<file path="src/rtl/mod_4051_pkg.sv">
// Shared constants and state encoding for the mod-4051 inverse engine.
package mod_4051_pkg;

   localparam int          RES_W = 12;
   localparam logic [11:0] MOD_P = 12'd4051;

   typedef enum logic [1:0] {
      IDLE = 2'd0,
      RUN  = 2'd1,
      DONE = 2'd2
   } state_e;

endpackage

</file>
<file path="src/rtl/mod_4051_halve.sv">
// Combinational x/2 mod 4051 for a residue x in [0, 4050].
// Odd x: (x+P)/2 = floor(x/2) + (P+1)/2, so no 13-bit sum is needed.
module mod_4051_halve
   import mod_4051_pkg::*;
(
   input  logic [11:0] x_i,
   output logic [11:0] half_o
);

   localparam logic [11:0] HALF_UP = (MOD_P + 12'd1) >> 1;

   assign half_o = (x_i >> 1) + (x_i[0] ? HALF_UP : 12'd0);

endmodule

</file>
<file path="src/rtl/mod_4051_inv.sv">
// Sequential modular inverse mod 4051, one binary extended-Euclid step per cycle.
// Invariants: x1*a == u and x2*a == v (mod P); result held in DONE until out_ready.
module mod_4051_inv
   import mod_4051_pkg::*;
(
   input  logic        clk,
   input  logic        rst,
   input  logic        in_valid,
   output logic        in_ready,
   input  logic [11:0] in_a,
   output logic        out_valid,
   input  logic        out_ready,
   output logic [11:0] out_inv,
   output logic        out_err
);

   state_e      state_q;
   logic [11:0] u_q, v_q, x1_q, x2_q;
   logic [11:0] u_d, v_d, x1_d, x2_d;
   logic [11:0] inv_q;
   logic        err_q, vld_q;

   logic [11:0] a_red;
   logic [11:0] x1_half, x2_half;
   logic signed [12:0] d1_s, d2_s;
   logic [11:0] x1_sub, x2_sub;

   // 4095 < 2*P, so a single conditional subtract fully reduces the operand
   assign a_red = (in_a >= MOD_P) ? (in_a - MOD_P) : in_a;

   mod_4051_halve u_halve_x1 (.x_i(x1_q), .half_o(x1_half));
   mod_4051_halve u_halve_x2 (.x_i(x2_q), .half_o(x2_half));

   assign d1_s   = $signed({1'b0, x1_q}) - $signed({1'b0, x2_q});
   assign d2_s   = $signed({1'b0, x2_q}) - $signed({1'b0, x1_q});
   assign x1_sub = d1_s[12] ? (d1_s[11:0] + MOD_P) : d1_s[11:0];
   assign x2_sub = d2_s[12] ? (d2_s[11:0] + MOD_P) : d2_s[11:0];

   always_comb begin
      u_d  = u_q;
      v_d  = v_q;
      x1_d = x1_q;
      x2_d = x2_q;
      if (!u_q[0]) begin
         u_d  = u_q >> 1;
         x1_d = x1_half;
      end else if (!v_q[0]) begin
         v_d  = v_q >> 1;
         x2_d = x2_half;
      end else if (u_q >= v_q) begin
         u_d  = u_q - v_q;
         x1_d = x1_sub;
      end else begin
         v_d  = v_q - u_q;
         x2_d = x2_sub;
      end
   end

   always_ff @(posedge clk) begin
      if (rst) begin
         state_q <= IDLE;
         u_q     <= 12'd0;
         v_q     <= 12'd0;
         x1_q    <= 12'd0;
         x2_q    <= 12'd0;
         inv_q   <= 12'd0;
         err_q   <= 1'b0;
         vld_q   <= 1'b0;
      end else begin
         case (state_q)
            IDLE: begin
               if (in_valid) begin
                  if (a_red == 12'd0) begin
                     inv_q   <= 12'd0;
                     err_q   <= 1'b1;
                     vld_q   <= 1'b1;
                     state_q <= DONE;
                  end else begin
                     u_q     <= a_red;
                     v_q     <= MOD_P;
                     x1_q    <= 12'd1;
                     x2_q    <= 12'd0;
                     state_q <= RUN;
                  end
               end
            end
            RUN: begin
               if (u_q == 12'd1) begin
                  inv_q   <= x1_q;
                  err_q   <= 1'b0;
                  vld_q   <= 1'b1;
                  state_q <= DONE;
               end else if (v_q == 12'd1) begin
                  inv_q   <= x2_q;
                  err_q   <= 1'b0;
                  vld_q   <= 1'b1;
                  state_q <= DONE;
               end else begin
                  u_q  <= u_d;
                  v_q  <= v_d;
                  x1_q <= x1_d;
                  x2_q <= x2_d;
               end
            end
            DONE: begin
               if (out_ready) begin
                  vld_q   <= 1'b0;
                  state_q <= IDLE;
               end
            end
            default: state_q <= IDLE;
         endcase
      end
   end

   assign in_ready  = (state_q == IDLE);
   assign out_valid = vld_q;
   assign out_inv   = inv_q;
   assign out_err   = err_q;

endmodule
</file>
<file path="config.mk">
export PLATFORM = sky130hd
export DESIGN_NAME = mod_4051_inv
export DESIGN_NICKNAME = d
export VERILOG_FILES = /design/src/rtl/mod_4051_pkg.sv /design/src/rtl/mod_4051_halve.sv /design/src/rtl/mod_4051_inv.sv
export SDC_FILE = /design/constraint.sdc
export NUM_CORES = 1
export LEC_CHECK = 0
export CAP_MARGIN = 20
export CORE_UTILIZATION = 45
export CTS_CLUSTER_SIZE = 8
export DETAILED_ROUTE_END_ITERATION = 8
export GPL_TIMING_DRIVEN = 1
export PLACE_DENSITY_LB_ADDON = 0.15
export SLEW_MARGIN = 0
export SYNTH_ARGS = -nofsm -noshare
export SYNTH_HDL_FRONTEND = slang
export SYNTH_SLANG_ARGS = --single-unit
</file>
<file path="constraint.sdc">
create_clock -name clk -period 3.8 [get_ports clk]
set_input_delay 0.57 -clock clk [delete_from_list [all_inputs] [get_ports clk]]
set_output_delay 0.57 -clock clk [all_outputs]
set_load 0.01 [all_outputs]
</file>
==> metrics.yaml <==
clkLatencyLatePin_ps: 340
cp.required_ps: 4090
dr.pass1.iters: 7
critPathLaunchType: "flop"
cts_max_level: 3
dieWidth_um: 125.6
synth.cells.most_frequent: "a21oi_1, nor2_1, ha_1"
fill_cells: 1446
placed_cells: 1104
wl_um: 20690
crit_type: "reg -> reg"
io_buffers: 30
power_density_mw_per_mm2: 520.4
hpwlAfterDp_um: 15870
cts_tree: "done"
drc_errors: 3
internal_power_mw: 2.299
ys_seq_area_share_pct: 18.65
clkSinkCount: 64
cp-end-kind: "flop"
setup_viol: 0
area_delta_synth_final_pct: 12.73
layout-drive-gt1-share_pct: 8.654
post-synth-top-count-cell: "a21oi_1"
final_cells: 1120
seqPwrFrac_pct: 20.1
clock_skew_ps: 6.872
grt_pass1_wl_um: 34040
place_congestion: 0.9167
row_count: 44
start_util_pct: 46.75
cts_resized: 0
power.switching_mw: 1.732
worst_r2r_path_depth: 12
hold_viol_final: 0
globalRouteMet3Util_pct: 4.664
yosys.area.top_type: "dfxtp_1"
grtUsageMet2_pct: 39.67
cts_setup_buffers: 0
ff2ff_setup_slack_ps: 330
p_sw_share_pct: 42.98
num_vias: 6705
hp-class: "reg -> reg"
synth_edf_count: 0
violations: "DRC"
yosysWarnings: 0
combPwrFrac_pct: 55.4
cap_violations: 0
cts_root_buf: "clkbuf_16"
routedWlPerCell_um: 18.48
gr-total-overflow: 0
path_clk_slew_ps: 60
synthesis.area_mm2: 0.006872
top_usage_layer: "met1"
drt_iter0_markers: 539
synthesis.nets: 1003
core_area_mm2: 0.01470
netlist-cell-type-count: 76
syn_inst: 914
cts_buffers: 9
via_per_inst: 5.987
slew_headroom_pct: 44.70
nets: 1020
ir_drop_v: 0.0003196
ctsHoldBuffers: 0
fin_setup_tns_ps: 0
antenna_found_initial: 0
ctsLongestPathBuffers: 2
design.portCount: 31
report.final.slew_viol_count: 0
ff_latch_area_mm2: 0.001281
die_h_um: 125.6
crit_arrival_ps: 3750
synth_flop_cell: "dfxtp_1"
leakagePower_nw: 3.012
antenna_left: 0
fmaxAchievable_mhz: 288.6
p_clk_share_pct: 24.5
first_global_vias: 6311
cp_max_fo: 7
grt_max_degree: 56
synth_area_per_cell_um2: 7.518
use_met1_pct: 40.97
min_path_cells: 2
synth.area.top_cells: "dfxtp_1, ha_1, a21oi_1, xnor2_1, nor2_1"
synth.top_cell.area_share_pct: 18.65
fin_total_pwr_mw: 4.031
track_usage_pct: 27.27
multi_input_area_mm2: 0.005064
dieArea_mm2: 0.01577
insertedDiodeCount: 0
period_share_pct: 91.19
ys_async_sr_fraction_pct: 0
synth-seq-cells: 64
worst_slew_pin_slew_ps: 826.5
status: "finished, violations left"
min_period_ps: 3465
rsz0062_at_grt: "false"
[critical path, cell delays in order (launching register included)]
cell,delay (ps)
dfxtp_1,330
inv_1,140
ha_1,200
inv_1,60
fa_1,410
a211oi_1,410
o21ai_1,220
a311o_1,410
nor2_1,260
o2111ai_1,250
o21ba_2,270
nor3_1,280
a32o_1,160
[worst paths after layout]
path	endpoint	start
setup / recovery	x1_q[11]$_SDFFE_PP0P_	x1_q[0]$_SDFFE_PP0P_
setup reg to reg	x1_q[11]$_SDFFE_PP0P_	x1_q[0]$_SDFFE_PP0P_
hold / removal	out_inv[3]$_SDFFE_PP0P_	out_inv[3]$_SDFFE_PP0P_
hold reg to reg	out_inv[3]$_SDFFE_PP0P_	out_inv[3]$_SDFFE_PP0P_
[power by group through the flow]
stage | sequential (mW) | combinational [mW] | clock (mW)
2_1_floorplan | 0.794 | 1.69 | 0
3_3_place_gp | 0.823 | 2.19 | 0
3_5_place_dp | 0.823 | 2.18 | 0
4_1_cts | 0.809 | 2.20 | 0.998
5_1_grt | 0.820 | 2.46 | 1.03
6_report | 0.812 | 2.23 | 0.987
[per-stage QoR]
stage,area (um2),worst slack (ps),util (%),hold slack (ps)
after detailed placement,7401,144.7,50.35,484.7
after CTS,7746,352.2,52.70,493.4
after global routing,7746,179.8,52.70,519.2
after global placement,7401,155.7,50.35,480.5
final,7746,334.9,52.70,486.3
after floorplan,6872,649.9,-,465.3
[cell families (layout without fill, tap and decap cells)]
family	count (synthesis)	in the layout	share of synthesized area [%]
flip-flops	64	64	18.65
AO/OA/AOI/OAI	302	302	30.43
multiplexers	15	15	2.240
AND/OR/NAND/NOR	263	263	18.26
adder cells (fa/ha/maj)	73	73	13.73
XOR/XNOR	70	70	8.922
buffers and inverters	127	149	7.775
[cell type report]
type                    instances  area share, %
clock inverters                 7          1.551
well taps                     184          2.972
repair buffers                 65          7.366
clock buffers                   9          2.907
flip-flops and latches         64          16.54
multi-input cells             723          65.37
inverters                      68          3.295
[per-layer routing]
metal  up-vias  routed length, um
met5         -                  0
met4         0                222
met3        13               1356
met2       209               8503
met1      3121              10610
li1       3362                  -
[placed cells by master (no fill, tap or decap), types with 6 or more instances in the layout]
cell	netlist	final
nand2_1	62	62
nand3_1	25	25
nand4_1	6	6
buf_4	0	34
a31oi_1	10	10
a21oi_1	93	93
dfxtp_1	64	64
mux2i_1	12	12
inv_1	67	67
or3_1	8	8
clkbuf_16	0	9
o32ai_1	7	7
nor3_1	27	27
o211ai_1	8	8
clkdlybuf4s50_1	0	29
a221oi_1	9	9
nor4_1	6	6
o31ai_1	11	11
ha_1	69	69
nor2_1	83	83
o21ai_0	38	38
xor2_1	25	25
o2111ai_1	11	11
a211oi_1	24	24
o21bai_1	6	6
nor2b_1	11	11
o21a_1	10	10
xnor2_1	45	45
a21o_1	17	17
[state kept, by name, summed over array words and instances (netlist names)]
signal and flops:
out_err 1, out_inv 12, out_valid 1, state_q 2, u_q 12, v_q 12, x1_q 12, x2_q 12
Note: power is estimated with default switching activity, not from simulation.
